[src/rtl/mips_pipe_pkg.sv]
// mips_pipe_pkg
// Shared constants for the MIPS inter-stage pipeline registers.
// Holds the default widths of mips_pipe_stage and the per-boundary payload
// and control widths, plus packed field layouts that instances at each
// boundary use to pack and unpack their fields.
package mips_pipe_pkg;

    // Default widths of mips_pipe_stage (MEM/WB boundary).
    localparam int DEF_DATA_W = 69;
    localparam int DEF_CTRL_W = 2;
    localparam int DEF_CNT_W  = 16;

    // MEM/WB: ReadData 32 + ALUResult 32 + WriteRegister 5; MemtoReg, RegWrite.
    localparam int MEMWB_DATA_W = 69;
    localparam int MEMWB_CTRL_W = 2;

    // EX/MEM: BranchTarget 32 + Zero 1 + ALUResult 32 + WriteData 32 + WriteRegister 5;
    // Branch, MemRead, MemWrite, MemtoReg, RegWrite.
    localparam int EXMEM_DATA_W = 102;
    localparam int EXMEM_CTRL_W = 5;

    // ID/EX: PC+4 32 + ReadData1 32 + ReadData2 32 + SignImm 32 + Rt 5 + Rd 5;
    // RegDst, ALUSrc, ALUOp[1:0], Branch, MemRead, MemWrite, MemtoReg, RegWrite.
    localparam int IDEX_DATA_W = 138;
    localparam int IDEX_CTRL_W = 9;

    // IF/ID: Instruction 32 + PC+4 32; no control bits of its own.
    localparam int IFID_DATA_W = 64;

    typedef struct packed {
        logic [31:0] read_data;
        logic [31:0] alu_result;
        logic [4:0]  write_reg;
    } memwb_data_t;

    typedef struct packed {
        logic mem_to_reg;
        logic reg_write;
    } memwb_ctrl_t;

endpackage

[src/rtl/mips_sat_counter.sv]
// mips_sat_counter
// Saturating up-counter for performance statistics. Counts cycles in which
// inc is high, holds at all-ones instead of wrapping, and clears
// synchronously on clr (clr has priority over inc).
// Ports:
//   clk   in   clock
//   clr   in   synchronous clear
//   inc   in   count enable for this cycle
//   count out  current count (CNT_W bits)
module mips_sat_counter #(
    parameter int CNT_W = 16
) (
    input  logic             clk,
    input  logic             clr,
    input  logic             inc,
    output logic [CNT_W-1:0] count
);

    always_ff @(posedge clk) begin
        if (clr) begin
            count <= '0;
        end else if (inc && (count != {CNT_W{1'b1}})) begin
            count <= count + 1'b1;
        end
    end

endmodule

[src/rtl/mips_pipe_stage.sv]
// mips_pipe_stage
// Parametrised inter-stage pipeline register (IF/ID, ID/EX, EX/MEM, MEM/WB).
// Carries a control bus and a data payload under valid/ready, with a
// synchronous flush that inserts a bubble, and a saturating count of
// back-pressured cycles.
//
// Optional feature macro: PIPE_STAGE_SKID_EN
//   defined   : one skid entry; in_ready depends only on registered state,
//               flush and reset (no out_ready -> in_ready path).
//   undefined : single register; in_ready = !flush && (!out_valid || out_ready).
//
// Ports:
//   clk        in   clock
//   reset      in   synchronous active-high reset
//   flush      in   synchronous bubble request
//   in_valid   in   upstream has a word
//   in_ready   out  stage can accept (0 while reset or flush is high)
//   in_ctrl    in   upstream control bits  [CTRL_W]
//   in_data    in   upstream payload       [DATA_W]
//   out_valid  out  stage holds a valid word
//   out_ready  in   downstream accepts
//   out_ctrl   out  registered control bits, 0 whenever out_valid is 0
//   out_data   out  registered payload (kept across flush)
//   stall_cnt  out  saturating count of cycles with out_valid && !out_ready
//
// Handshake: a word moves across a port on a rising edge where that port's
// valid and ready are both high; valid never waits on ready, and a valid
// word with ready low holds ctrl/data unchanged until it is taken.
module mips_pipe_stage
    import mips_pipe_pkg::*;
#(
    parameter int DATA_W = DEF_DATA_W,
    parameter int CTRL_W = DEF_CTRL_W,
    parameter int CNT_W  = DEF_CNT_W
) (
    input  logic              clk,
    input  logic              reset,
    input  logic              flush,
    input  logic              in_valid,
    output logic              in_ready,
    input  logic [CTRL_W-1:0] in_ctrl,
    input  logic [DATA_W-1:0] in_data,
    output logic              out_valid,
    input  logic              out_ready,
    output logic [CTRL_W-1:0] out_ctrl,
    output logic [DATA_W-1:0] out_data,
    output logic [CNT_W-1:0]  stall_cnt
);

    logic              valid_q;
    logic [CTRL_W-1:0] ctrl_q;
    logic [DATA_W-1:0] data_q;

    logic xfer_in;
    logic xfer_out;

    assign xfer_in  = in_valid && in_ready;
    assign xfer_out = valid_q && out_ready;

`ifdef PIPE_STAGE_SKID_EN
    logic              skid_valid_q;
    logic [CTRL_W-1:0] skid_ctrl_q;
    logic [DATA_W-1:0] skid_data_q;

    // While the skid entry is occupied no further word is taken, so a
    // transfer in never coincides with the skid draining into main.
    assign in_ready = !reset && !flush && !skid_valid_q;

    always_ff @(posedge clk) begin
        if (reset) begin
            valid_q      <= 1'b0;
            ctrl_q       <= '0;
            data_q       <= '0;
            skid_valid_q <= 1'b0;
            skid_ctrl_q  <= '0;
            skid_data_q  <= '0;
        end else if (flush) begin
            valid_q      <= 1'b0;
            ctrl_q       <= '0;
            skid_valid_q <= 1'b0;
            skid_ctrl_q  <= '0;
        end else if (xfer_out) begin
            if (skid_valid_q) begin
                ctrl_q       <= skid_ctrl_q;
                data_q       <= skid_data_q;
                skid_valid_q <= 1'b0;
                skid_ctrl_q  <= '0;
            end else if (xfer_in) begin
                ctrl_q <= in_ctrl;
                data_q <= in_data;
            end else begin
                valid_q <= 1'b0;
                ctrl_q  <= '0;
            end
        end else if (xfer_in) begin
            // Main is busy and not draining: park the word in the skid entry.
            if (valid_q) begin
                skid_valid_q <= 1'b1;
                skid_ctrl_q  <= in_ctrl;
                skid_data_q  <= in_data;
            end else begin
                valid_q <= 1'b1;
                ctrl_q  <= in_ctrl;
                data_q  <= in_data;
            end
        end
    end
`else
    assign in_ready = !reset && !flush && (!valid_q || out_ready);

    always_ff @(posedge clk) begin
        if (reset) begin
            valid_q <= 1'b0;
            ctrl_q  <= '0;
            data_q  <= '0;
        end else if (flush) begin
            valid_q <= 1'b0;
            ctrl_q  <= '0;
        end else if (xfer_in) begin
            valid_q <= 1'b1;
            ctrl_q  <= in_ctrl;
            data_q  <= in_data;
        end else if (xfer_out) begin
            valid_q <= 1'b0;
            ctrl_q  <= '0;
        end
    end
`endif

    assign out_valid = valid_q;
    // Gate again at the output so a stale write-enable can never escape.
    assign out_ctrl  = valid_q ? ctrl_q : '0;
    assign out_data  = data_q;

    mips_sat_counter #(
        .CNT_W(CNT_W)
    ) u_stall_cnt (
        .clk  (clk),
        .clr  (reset),
        .inc  (valid_q && !out_ready),
        .count(stall_cnt)
    );

endmodule

[config.mk]
export PLATFORM = sky130hd
export DESIGN_NAME = mips_pipe_stage
export DESIGN_NICKNAME = d
export VERILOG_FILES = /design/src/rtl/mips_pipe_pkg.sv /design/src/rtl/mips_sat_counter.sv /design/src/rtl/mips_pipe_stage.sv
export SDC_FILE = /design/constraint.sdc
export NUM_CORES = 1
export LEC_CHECK = 0
export CAP_MARGIN = 15
export CORE_UTILIZATION = 42
export CTS_BUF_LIST = sky130_fd_sc_hd__clkbuf_4
export DETAILED_ROUTE_END_ITERATION = 8
export PLACE_DENSITY = 0.83
export SETUP_SLACK_MARGIN = 0.1
export SLEW_MARGIN = 15
export SYNTH_ARGS = -nofsm -noshare
export SYNTH_HDL_FRONTEND = slang
export SYNTH_SLANG_ARGS = --single-unit
[constraint.sdc]
create_clock -name clk -period 2.1 [get_ports clk]
set_input_delay 0.42 -clock clk [delete_from_list [all_inputs] [get_ports clk]]
set_output_delay 0.42 -clock clk [all_outputs]
set_load 0.02 [all_outputs]
==> results.md <==
- The pin count of the biggest net entering global routing is 90.
- The largest area contributor in the synthesized netlist is sky130_fd_sc_hd__dfxtp_1.
- The clock slew seen by the registers of the worst setup and hold paths is 0.14 ns.
- For this configuration, the core starts out at a cell density of 0.435.
- Setup repair after global routing left no endpoint under its margin.
- In this run the horizontal extent of the chip is 91.7 um.
- The required time at the worst-slack endpoint is 1.68 ns.
- The cell count after placement is 668.
- At the end of the flow the core is filled with cells to 0.681.
- The clock network latency to the later pin of the worst-skew pair is 0.43 ns.
- The number of clock sinks seen by CTS is 88.
- The final-report setup violation count is 0.
- The number of global-route vias before repair is 3264.
- The most critical setup path has its endpoint at stall_cnt[15].
- Averaged over all synthesized cells, the footprint is 8.00 um^2.
- Of the post-synthesis cell area, the part taken by muxes is 0.00962.
- The final critical delay including setup and external delays is 1.96 ns.
- The placement-stage worst setup slack is -0.187 ns.
- The cell count along the critical path is 1.
- The largest stage delay on the critical path is 0.65 ns.
- The placeable core region is 0.00777 mm^2.
- The total count of hold-check failures in the final report is 0.
- Among all stages on the critical path, the largest delay is contributed by sky130_fd_sc_hd__clkdlybuf4s50_1.
- The logic depth of the worst register-to-register path is 6.
- The net total in the final layout is 654.
- Across the run, the number of max-cap violations was 0.
- The post-layout instance area is 0.00529 mm^2.
- Routability-driven placement finished with a final weighted congestion of 0.779.
- The setup path with the least slack is of type flop to output port.
- The number of buffers inserted by hold repair at cts is 0.
- The first global-routing pass estimated 15400 um of wire.
- The count of unresolved DRC violations after routing is 0.
- The cell row count is 32.
- For this run, the total global-route usage over all layers was measured as 0.230.
- The post-synthesis instance total is 423.
- The worst hold path stage count is 3.
- The initial antenna violation count was 0.
- The detail route stage leaves a number of antenna-violating nets equal to 0.
- After detailed routing, the average wire length per cell comes to 14.1 um.
- The most critical setup path has its startpoint at u_stall_cnt.count[15]$_SDFFE_PP0P_.
- The kind of capture point of the worst setup path is an output port.
- The synthesis warning total is 0.
- The power per cell area is 609 mW/mm^2.
- The top cell types in the final layout, fill and taps aside, are sky130_fd_sc_hd__clkdlybuf4s50_1 (153), sky130_fd_sc_hd__nand2_1 (140), sky130_fd_sc_hd__dfxtp_1 (85).
- The reg2reg setup slack is 0.26 ns.
- The maximum fanout count along the critical path is 6.
- Across all setup checks in the final design, the least slack found is 0.143 ns.
- Between clock sinks in the finished design, the worst skew comes to 0.0185 ns.
- The sequential share of power is 0.540.
- The cell type group with the largest total delay on the critical path is buffers and inverters.
- The critical path goes through clkdlybuf4s50_1.
- The number of buffers and inverters on the critical path is 1.
- The number of nets in the synthesized netlist is 500.
- The detailed router finished its first iteration with 162 violations.
- Detailed routing inserted a total of 3449 vias.
- The signal arrival time at the worst endpoint is 1.54 ns.
- The startpoint identified for the worst register-to-register timing path is u_stall_cnt.count[1]$_SDFFE_PP0P_.
- The count of final max-slew check failures is 0.
- The worst min-delay path category is primary input to flop.
- The maximum clock rate is 511 MHz.
- The number of port buffers is 164.
- The synthesis-stage register bit count is 88.
- The power share of the clock group is 0.323.
- Leaving out fill and tap cells, the most frequent cell in the layout is sky130_fd_sc_hd__clkdlybuf4s50_1.
- Of the available clock period, the critical path in the final layout requires 0.932.
- Using the TritonRoute via totals, the vias-per-cell ratio works out to 5.05.
- The fraction of the mapped netlist area in simple logic gates is 0.254.
- Of the total synthesized cell area, the portion taken by full adders, half adders and majority gates is 0.00370.
- The actual slew at the worst max-slew pin is 0.900 ns.
- The die is 91.7 um tall.
- The pre-antenna-repair detailed-routing pass consisted of 4 iterations.
- The H-tree was split into 3 levels.
- Of the total synthesized cell area, the portion taken by XOR and XNOR cells is 0.
- TritonCTS built the clock tree.
- After global routing the overflow that remains totals 0.
- After detailed placement, the total cell area comes to 0.00513 mm^2.
- The repair_antennas step left the layout with diodes totalling 0.
- The CTS root buffer is sky130_fd_sc_hd__clkbuf_4.
- The area enclosed by the die boundary is 0.00842 mm^2.
- The portion of the post-synthesis area used by sequential elements is 0.521.
- The static leakage is 1.94 nW.
- Of the total power, the share spent switching nets is 0.245.
- Counting distinct cell types in the post-synthesis netlist gives 36.
- Summed over all nets, the switching power comes to 0.788 mW.
- Counting along the longest clock path gives a buffer depth of 2.
- The HPWL after detailed placement is 6690 um.
- The endpoint of the worst register-to-register path is u_stall_cnt.count[4]$_SDFFE_PP0P_.
- The total wirelength of the detailed-routed design is 9660 um.
- The critical path launch point type is a flop.
- The run finished with clean final reports.
- The post-synth design cell area is 0.00338 mm^2.
- The share of the synthesized area in the top cell type is 0.521.
- 165 I/O pins were placed.
- The post-synthesis compound-gate area fraction came to 0.165.
- The combinational family with the most area after synthesis is simple AND/OR/NAND/NOR gates.
- The share of total power dissipated in combinational logic is 0.136.
- Relative to the synthesized area, the layout overhead comes to 56.3%.
- The post-route non-filler standard cell count is 683.
- The relative slew slack is 0.400.
- The number of setup buffers added after CTS is 0.
- The worst-case IR drop observed on VDD is 346 uV.
- The internal cell power is 2.43 mW.
- The layout cell share with drive strength beyond 1 is 0.0654.
- The number of clock buffers inserted by TritonCTS is 9.
- In the post-synthesis netlist, the biggest area contributors are sky130_fd_sc_hd__dfxtp_1 (52%), sky130_fd_sc_hd__nand2_1 (16%), sky130_fd_sc_hd__a21oi_1 (12%), sky130_fd_sc_hd__clkbuf_1 (2.7%), sky130_fd_sc_hd__o21ai_0 (1.2%).
## cell usage after synthesis
cell type / number
sky130_fd_sc_hd__a211oi_1: 1
sky130_fd_sc_hd__a21oi_1: 79
sky130_fd_sc_hd__a311oi_1: 1
sky130_fd_sc_hd__a31oi_1: 4
sky130_fd_sc_hd__a32oi_1: 2
sky130_fd_sc_hd__a41o_1: 1
sky130_fd_sc_hd__and2_1: 4
sky130_fd_sc_hd__and3_1: 2
sky130_fd_sc_hd__and4_1: 3
sky130_fd_sc_hd__and4b_1: 1
sky130_fd_sc_hd__buf_2: 6
sky130_fd_sc_hd__buf_4: 1
sky130_fd_sc_hd__buf_6: 1
sky130_fd_sc_hd__clkbuf_1: 24
sky130_fd_sc_hd__clkbuf_2: 2
sky130_fd_sc_hd__dfxtp_1: 88
sky130_fd_sc_hd__ha_1: 1
sky130_fd_sc_hd__inv_1: 2
sky130_fd_sc_hd__mux2_2: 2
sky130_fd_sc_hd__mux2i_1: 1
sky130_fd_sc_hd__nand2_1: 140
sky130_fd_sc_hd__nand2b_1: 1
sky130_fd_sc_hd__nand3_1: 7
sky130_fd_sc_hd__nand4_1: 6
sky130_fd_sc_hd__nand4_2: 1
sky130_fd_sc_hd__nor2_1: 7
sky130_fd_sc_hd__nor2b_1: 5
sky130_fd_sc_hd__nor3_1: 3
sky130_fd_sc_hd__nor4_4: 1
sky130_fd_sc_hd__o21a_1: 1
sky130_fd_sc_hd__o21ai_0: 8
sky130_fd_sc_hd__o31ai_1: 4
sky130_fd_sc_hd__o41ai_1: 2
sky130_fd_sc_hd__or2_0: 1
sky130_fd_sc_hd__or3_1: 5
sky130_fd_sc_hd__or4_1: 5
## final cells by class
class | count | area [um^2]
Clock buffer | 9 | 67.6
Clock inverter | 6 | 85.1
Fill cell | 649 | 2480
Inverter | 2 | 7.51
Multi-Input combinational cell | 299 | 1470
Sequential cell | 88 | 1770
Tap cell | 102 | 128
Timing Repair Buffer | 177 | 1760
## sequential cells by signal, summed over array words and instances, names as in the netlist
| signal | flops |
|---|---|
| u_stall_cnt.count | 16 |
| ctrl_q | 2 |
| out_valid | 1 |
| out_data | 69 |
## worst min path at each step
stage / slack (ns) / start / to
5_1_grt: 0.33 / reset / out_valid$_SDFFE_PP0P_
6_report: 0.34 / reset / out_valid$_SDFFE_PP0P_
2_1_floorplan: 0.49 / ctrl_q[1]$_SDFFE_PP0P_ / ctrl_q[1]$_SDFFE_PP0P_
3_3_place_gp: 0.44 / out_data[40]$_SDFFE_PP0P_ / out_data[40]$_SDFFE_PP0P_
3_5_place_dp: 0.45 / out_data[25]$_SDFFE_PP0P_ / out_data[25]$_SDFFE_PP0P_
4_1_cts: 0.31 / reset / out_valid$_SDFFE_PP0P_
## per-layer routing
metal | part of all wire | GRT usage | up-vias
met3 | 0.082 | 0.0647 | 10
met1 | 0.44 | 0.282 | 1576
met4 | 0.013 | 0.103 | 0
met2 | 0.46 | 0.376 | 125
li1 | - | - | 1738
met5 | 0 | 0 | -
## cell families after synthesis
kind of cell | Yosys count
AND/OR/NAND/NOR | 192
multiplexers | 3
adder cells (fa/ha/maj) | 1
buffers and inverters | 36
flip-flops | 88
AO/OA/AOI/OAI | 103
## power groups by stage
stage	Sequential [mW]	Clock (mW)	Combinational, mW
finish	1.74	1.04	0.439
global route	1.75	1.13	0.474
CTS	1.74	1.06	0.441
detailed placement	1.78	0	0.440
global placement	1.77	0	0.434
floorplan	1.83	0	0.116
## repair_timing
| item | 4_1_cts | 5_1_grt |
|---|---|---|
| cloned | 0 | 0 |
| setup endpoints to repair | 7 | 7 |
| endpoints found under the hold margin | 0 | 0 |
| resized for setup | 7 | 10 |
## through the flow
step | hold slack, ns | total power [mW] | TNS, ns
4_1_cts | 0.310 | 3.24 | 0
3_3_place_gp | 0.441 | 2.21 | -0.115
6_report | 0.339 | 3.22 | 0
3_5_place_dp | 0.446 | 2.22 | -0.187
5_1_grt | 0.330 | 3.35 | 0
2_1_floorplan | 0.494 | 1.95 | 0
Power figures use the tool's default switching activity.
